===== config.mk =====
export PLATFORM = sky130hd
export DESIGN_NAME = instruction_fetch_unit
export DESIGN_NICKNAME = d
export VERILOG_FILES = /design/src/rtl/instruction_fetch_unit_pkg.sv /design/src/rtl/instruction_fetch_unit_next_pc.sv /design/src/rtl/instruction_fetch_unit.sv
export SDC_FILE = /design/constraint.sdc
export NUM_CORES = 1
export LEC_CHECK = 0
export CORE_UTILIZATION = 35
export DETAILED_ROUTE_END_ITERATION = 8
export GPL_TIMING_DRIVEN = 1
export PLACE_DENSITY = 0.7
export SLEW_MARGIN = 40
export SYNTH_ARGS = -nofsm -noshare
export SYNTH_HDL_FRONTEND = slang
export SYNTH_HIERARCHICAL = 1
export SYNTH_SLANG_ARGS = --single-unit
export TNS_END_PERCENT = 10

===== constraint.sdc =====
create_clock -name clk -period 10.99 [get_ports clk]
set_input_delay 2.198 -clock clk [delete_from_list [all_inputs] [get_ports clk]]
set_output_delay 2.198 -clock clk [all_outputs]
set_load 0.1 [all_outputs]

===== src/rtl/instruction_fetch_unit_pkg.sv =====
// Shared definitions for the instruction fetch unit: FSM encoding, reset PC,
// decoder control bundle, MIPS opcodes and the branch offset helper.
package instruction_fetch_unit_pkg;

  localparam int unsigned XLEN  = 32;
  localparam int unsigned TO_W  = 8;
  localparam logic [31:0] RESET_PC_DEFAULT = 32'h0000_0000;

  typedef enum logic [1:0] {
    FETCH_IDLE  = 2'd0,
    FETCH_FETCH = 2'd1,
    FETCH_EXEC  = 2'd2
  } fetch_state_e;

  // Decoder control lines that steer the next-PC mux.
  typedef struct packed {
    logic branch;
    logic jump;
    logic jump_reg;
    logic inv_zero;
    logic zero;
  } npc_ctrl_t;

  // Opcodes and function codes shared with the decoder.
  localparam logic [5:0] OP_RTYPE = 6'h00;
  localparam logic [5:0] OP_J     = 6'h02;
  localparam logic [5:0] OP_JAL   = 6'h03;
  localparam logic [5:0] OP_BEQ   = 6'h04;
  localparam logic [5:0] OP_BNE   = 6'h05;
  localparam logic [5:0] FUNCT_JR = 6'h08;

  // Sign-extended 16-bit immediate shifted to a byte offset.
  function automatic logic [31:0] branch_offset(input logic [15:0] imm);
    return {{14{imm[15]}}, imm, 2'b00};
  endfunction

endpackage


===== src/rtl/instruction_fetch_unit_next_pc.sv =====
// next_pc_logic: combinational next-PC target computation and priority mux.
// Ports:
//   pc_plus4        in  32  sequential address of the current instruction
//   instr_index     in  26  instruction[25:0] (jump index / branch immediate)
//   ctrl            in      decoder control bundle (branch/jump/jr/inv_zero/zero)
//   da              in  32  register-file read A, jr target
//   next_pc_c       out 32  selected next PC
//   jr_misaligned_c out 1   jr selected with a non word-aligned target
module next_pc_logic
  import instruction_fetch_unit_pkg::*;
(
  input  logic [31:0] pc_plus4,
  input  logic [25:0] instr_index,
  input  npc_ctrl_t   ctrl,
  input  logic [31:0] da,
  output logic [31:0] next_pc_c,
  output logic        jr_misaligned_c
);

  logic [31:0] jump_target;
  logic [31:0] branch_target;
  logic        branch_taken;

  assign jump_target   = {pc_plus4[31:28], instr_index, 2'b00};
  assign branch_target = pc_plus4 + branch_offset(instr_index[15:0]);
  assign branch_taken  = ctrl.branch & (ctrl.zero ^ ctrl.inv_zero);

  // Priority: jr > j/jal > taken branch > sequential.
  always_comb begin
    next_pc_c       = pc_plus4;
    jr_misaligned_c = 1'b0;
    if (ctrl.jump_reg) begin
      next_pc_c       = {da[31:2], 2'b00};
      jr_misaligned_c = |da[1:0];
    end else if (ctrl.jump) begin
      next_pc_c = jump_target;
    end else if (branch_taken) begin
      next_pc_c = branch_target;
    end
  end

endmodule


===== src/rtl/instruction_fetch_unit.sv =====
// instruction_fetch_unit: holds the PC, fetches one word per instruction over a
// req/valid handshake, presents it to the decoder for one execute cycle (longer
// under stall), then advances the PC from the decoder's control lines.
// Ports:
//   clk, reset          system clock, synchronous active-high reset
//   imem_req/imem_addr  fetch request and word address (= pc)
//   imem_rdata/valid    memory response, only honoured in FETCH
//   stall               freezes EXEC
//   Branch/Jump/JumpReg/InvZero/Zero/Da  next-PC controls, sampled on EXEC exit
//   instruction/instr_valid  current instruction to the decoder
//   pc/pc_plus4         current address and its link value
//   fetch_err           sticky fetch timeout / misaligned jr flag
module instruction_fetch_unit
  import instruction_fetch_unit_pkg::*;
#(
  parameter logic [31:0] RESET_PC     = RESET_PC_DEFAULT,
  parameter int unsigned IMEM_TIMEOUT = 255
) (
  input  logic        clk,
  input  logic        reset,
  output logic        imem_req,
  output logic [31:0] imem_addr,
  input  logic [31:0] imem_rdata,
  input  logic        imem_valid,
  input  logic        stall,
  input  logic        Branch,
  input  logic        Jump,
  input  logic        JumpReg,
  input  logic        InvZero,
  input  logic        Zero,
  input  logic [31:0] Da,
  output logic [31:0] instruction,
  output logic        instr_valid,
  output logic [31:0] pc,
  output logic [31:0] pc_plus4,
  output logic        fetch_err
);

  fetch_state_e    state_q, state_d;
  logic [31:0]     pc_q, pc_d;
  logic [31:0]     instr_q, instr_d;
  logic            req_q, req_d;
  logic            ivalid_q, ivalid_d;
  logic            err_q, err_d;
  logic [TO_W-1:0] cnt_q, cnt_d;

  npc_ctrl_t   ctrl;
  logic [31:0] next_pc;
  logic        jr_misaligned;

  assign ctrl = '{branch: Branch, jump: Jump, jump_reg: JumpReg,
                  inv_zero: InvZero, zero: Zero};

  next_pc_logic u_next_pc (
    .pc_plus4        (pc_plus4),
    .instr_index     (instr_q[25:0]),
    .ctrl            (ctrl),
    .da              (Da),
    .next_pc_c       (next_pc),
    .jr_misaligned_c (jr_misaligned)
  );

  // State and output registers.
  always_ff @(posedge clk) begin
    if (reset) begin
      state_q  <= FETCH_IDLE;
      pc_q     <= RESET_PC;
      instr_q  <= '0;
      req_q    <= 1'b0;
      ivalid_q <= 1'b0;
      err_q    <= 1'b0;
      cnt_q    <= '0;
    end else begin
      state_q  <= state_d;
      pc_q     <= pc_d;
      instr_q  <= instr_d;
      req_q    <= req_d;
      ivalid_q <= ivalid_d;
      err_q    <= err_d;
      cnt_q    <= cnt_d;
    end
  end

  // Next-state and register updates.
  always_comb begin
    state_d = state_q;
    pc_d    = pc_q;
    instr_d = instr_q;
    err_d   = err_q;
    cnt_d   = cnt_q;
    unique case (state_q)
      FETCH_IDLE: begin
        state_d = FETCH_FETCH;
        cnt_d   = '0;
      end
      FETCH_FETCH: begin
        if (imem_valid) begin
          instr_d = imem_rdata;
          state_d = FETCH_EXEC;
        end else if (cnt_q == TO_W'(IMEM_TIMEOUT)) begin
          // Keep waiting after the timeout; only flag it.
          err_d = 1'b1;
        end else begin
          cnt_d = cnt_q + TO_W'(1);
        end
      end
      FETCH_EXEC: begin
        if (!stall) begin
          pc_d    = next_pc;
          state_d = FETCH_FETCH;
          cnt_d   = '0;
          if (jr_misaligned) err_d = 1'b1;
        end
      end
      default: state_d = FETCH_IDLE;
    endcase
    // Handshake outputs registered from the upcoming state.
    req_d    = (state_d == FETCH_FETCH);
    ivalid_d = (state_d == FETCH_EXEC);
  end

  assign imem_req    = req_q;
  assign imem_addr   = pc_q;
  assign instruction = instr_q;
  assign instr_valid = ivalid_q;
  assign pc          = pc_q;
  assign pc_plus4    = pc_q + 32'd4;
  assign fetch_err   = err_q;

endmodule


==> qor.yml <==
status: "finished, final reports clean"
post-route-drc-count: 0
placeableCoreArea_um2: 16500
intPower_uw: 509
worst_pin_slew_ns: 0.839
synth.avg_cell_area_um2: 7.06
multiInputGateArea_um2: 3860
setup_tns_ns: 0
synthesis.nets: 937
drv_cap: 0
holdPathStages: 2
synth_cells: 832
hold_class: "reg -> reg"
power.density_nw_per_um2: 104
synth_area_um2: 5880
die_y_um: 132
antenna_left: 0
final_cell_mix: "nand2_1, buf_2, a21oi_1"
grt_util_all_layers_pct: 24.2
grt_max_degree: 79
num-fill-cells: 1741
cts_buffers: 9
reg2regPathDepth: 17
grt_pass1_wl_um: 32600
async_reset_ff_share_pct: 0
viasPerCell: 5.31
overflow: 0
port_buffers: 203
ys_ff_latch: 77
fin_util_pct: 45.3
vdd_drop_max_uv: 80.0
cts_tree: "yes"
finClkSkew_ns: 0.00648
start_kind: "flip-flop"
path_delay_family: "simple AND/OR/NAND/NOR gates"
via_count: 6400
critical_path_required_ns: 8.79
power_frac_comb_pct: 25.7
antenna_found_initial: 1
power.leakage_nw: 3.25
ys_warn_count: 6
rr_endpoint: "imem_addr[31]"
clock_latency_ns: 0.33
cp_max_fo: 9
synth_edf_count: 0
grt_pass1_vias: 5786
rows: 47
drv_slew: 0
dr.pass1.iters: 5
rr_startpoint: "imem_addr[2]"
drive_gt1_share_pct: 17.3
cts.repair.resized: 0
layout.nets: 1085
setup_violations: 0
gp_congestion: 0.944
post_drt_wl_per_cell_um: 17.8
grt_setup_unrepaired: "no"
endpoint_kind: "output pin"
fin_cells: 1206
cts_sinks: 77
dp_cells: 1189
path_class: "reg -> out"
htree_levels: 3
seq_area_um2: 1540
final_common_cell: "nand2_1"
yosysSeqAreaShare_pct: 26.2
hpwl_um: 16500
crit_chain: "ha_1 -> nand3_1 -> or3_1 -> nor3_1 -> xor2_1 -> buf_2"
root_buffer: "clkbuf_16"
pwr-share-clk_pct: 35.7
clock_path_buffers: 2
die_w_um: 132
drt_iter0_drc: 400
yosysUniqueCellTypes: 66
ios: 204
r2r_setup_slack_ns: 6.57
arrival_ns: 2.79
routed_wl_um: 21500
relSlewSlack_pct: 43.8
period_needed_ns: 4.99
start_util_pct: 35.7
synth_ff_type: "dfxtp_1"
critPathBufInv: 1
hold_violations: 0
slowest_stage: "or3_1"
die_area_um2: 17300
holdBufCountCts: 0
finalPower_uw: 774
hp-start: "instruction[29]"
power.share.switching_pct: 34.2
cpPeakStageDelay_ns: 0.55
finalCritPeriodShare_pct: 45.4
switching_power_uw: 265
path_clk_slew_ns: 0.06
hold_end: "instruction[29]"
fmax_mhz: 201
seqPwrFrac_pct: 38.6
syn_to_final_growth_pct: 26.9
post_cts_buffers: 0
## worst register-to-register path: stages (launching register included)
cell,delay (ns)
dfxtp_1,0.43
ha_1,0.22
nand3_1,0.18
or3_1,0.55
nor3_1,0.25
xor2_1,0.31
ha_1,0.29
nand4_1,0.18
nor2_2,0.20
nand3_1,0.15
o2111ai_1,0.20
nand2_1,0.15
o31ai_2,0.34
xnor2_1,0.12
or3_1,0.31
a31oi_1,0.26
nand2_1,0.09
a21oi_1,0.13
## sequential cells by signal, indices dropped and copies added (netlist names)
signal       count
imem_req         1
state_q          2
instr_valid      1
cnt_q            8
fetch_err        1
imem_addr       32
instruction     32
## cells by family after synthesis
family / after synthesis / synth area share [%]
xor+xnor: 51 / 7.60
simple gates: 332 / 25.4
flops: 77 / 26.2
compound gates: 239 / 24.1
fa+ha+maj: 32 / 6.94
buf+inv: 93 / 8.33
mux: 8 / 1.38
## cell usage after synthesis (all sizes together) (2+ instances only)
cell type,number,area share [%]
a211o,2,0.30
a211oi,9,1.1
a21o,9,1.1
a21oi,115,9.8
a22o,2,0.30
a31oi,7,0.75
a41oi,2,0.30
and2,7,0.75
and3,4,0.45
and4,3,0.45
buf,43,5.1
clkbuf,32,2.1
clkinv,2,0.13
dfxtp,77,26
ha,31,6.6
inv,16,1.0
mux2i,7,1.2
nand2,201,13
nand2b,3,0.32
nand3,19,1.6
nand4,9,1.3
nand4b,2,0.30
nor2,47,3.0
nor3,20,2.0
nor3b,2,0.34
nor4,3,0.68
o211ai,8,1.0
o21a,5,0.64
o21ai,48,4.2
o21bai,5,0.64
o22ai,11,1.2
o31ai,7,0.98
or3,8,0.85
or4,2,0.26
xnor2,23,3.4
xor2,28,4.2
## metal layers
layer	up-vias	share of wire, %	track usage [%]
met2	231	46	38.6
met1	2966	45	33.1
met5	-	0	0
met3	20	7.5	4.82
met4	0	1.5	6.46
li1	3183	-	-
## worst max-delay path by stage
stage                       startpoint  slack (ns)       endpoint  depth (start not counted)
after CTS                 imem_addr[2]        5.98   pc_plus4[22]                          6
after detailed placement       JumpReg        6.19  imem_addr[18]                          8
after floorplan           imem_addr[2]        5.09   pc_plus4[20]                          6
after global placement    imem_addr[2]        5.73   pc_plus4[20]                          6
final                     imem_addr[2]        6.00   pc_plus4[22]                          6
after global routing      imem_addr[2]        5.74   pc_plus4[22]                          6
## per-stage QoR
step	setup WS [ns]	cell area (um2)	hold WS, ns
after floorplan	5.09	5880	0.476
after global placement	5.73	7830	0.442
after detailed placement	6.19	7170	0.443
after CTS	5.98	7450	0.452
after global routing	5.74	7460	0.481
final	6.00	7460	0.452
## cell type report
cell class / instances / area share (%)
multi-input combinational: 662 / 51.7
tap: 220 / 3.69
timing repair buffer: 212 / 19.3
antenna: 1 / 0.0336
inverter: 18 / 0.906
clock inverter: 1 / 0.0671
clock buffer: 15 / 3.59
sequential: 77 / 20.7
## power by group through the flow
| stage | clock, mW | combinational, mW | sequential, mW |
|---|---|---|---|
| finish | 0.276 | 0.199 | 0.299 |
| global placement | 0 | 0.207 | 0.305 |
| global route | 0.292 | 0.211 | 0.300 |
| detailed placement | 0 | 0.197 | 0.305 |
| floorplan | 0 | 0.0869 | 0.356 |
| CTS | 0.284 | 0.198 | 0.299 |
Note: power is estimated with default switching activity, not from simulation.
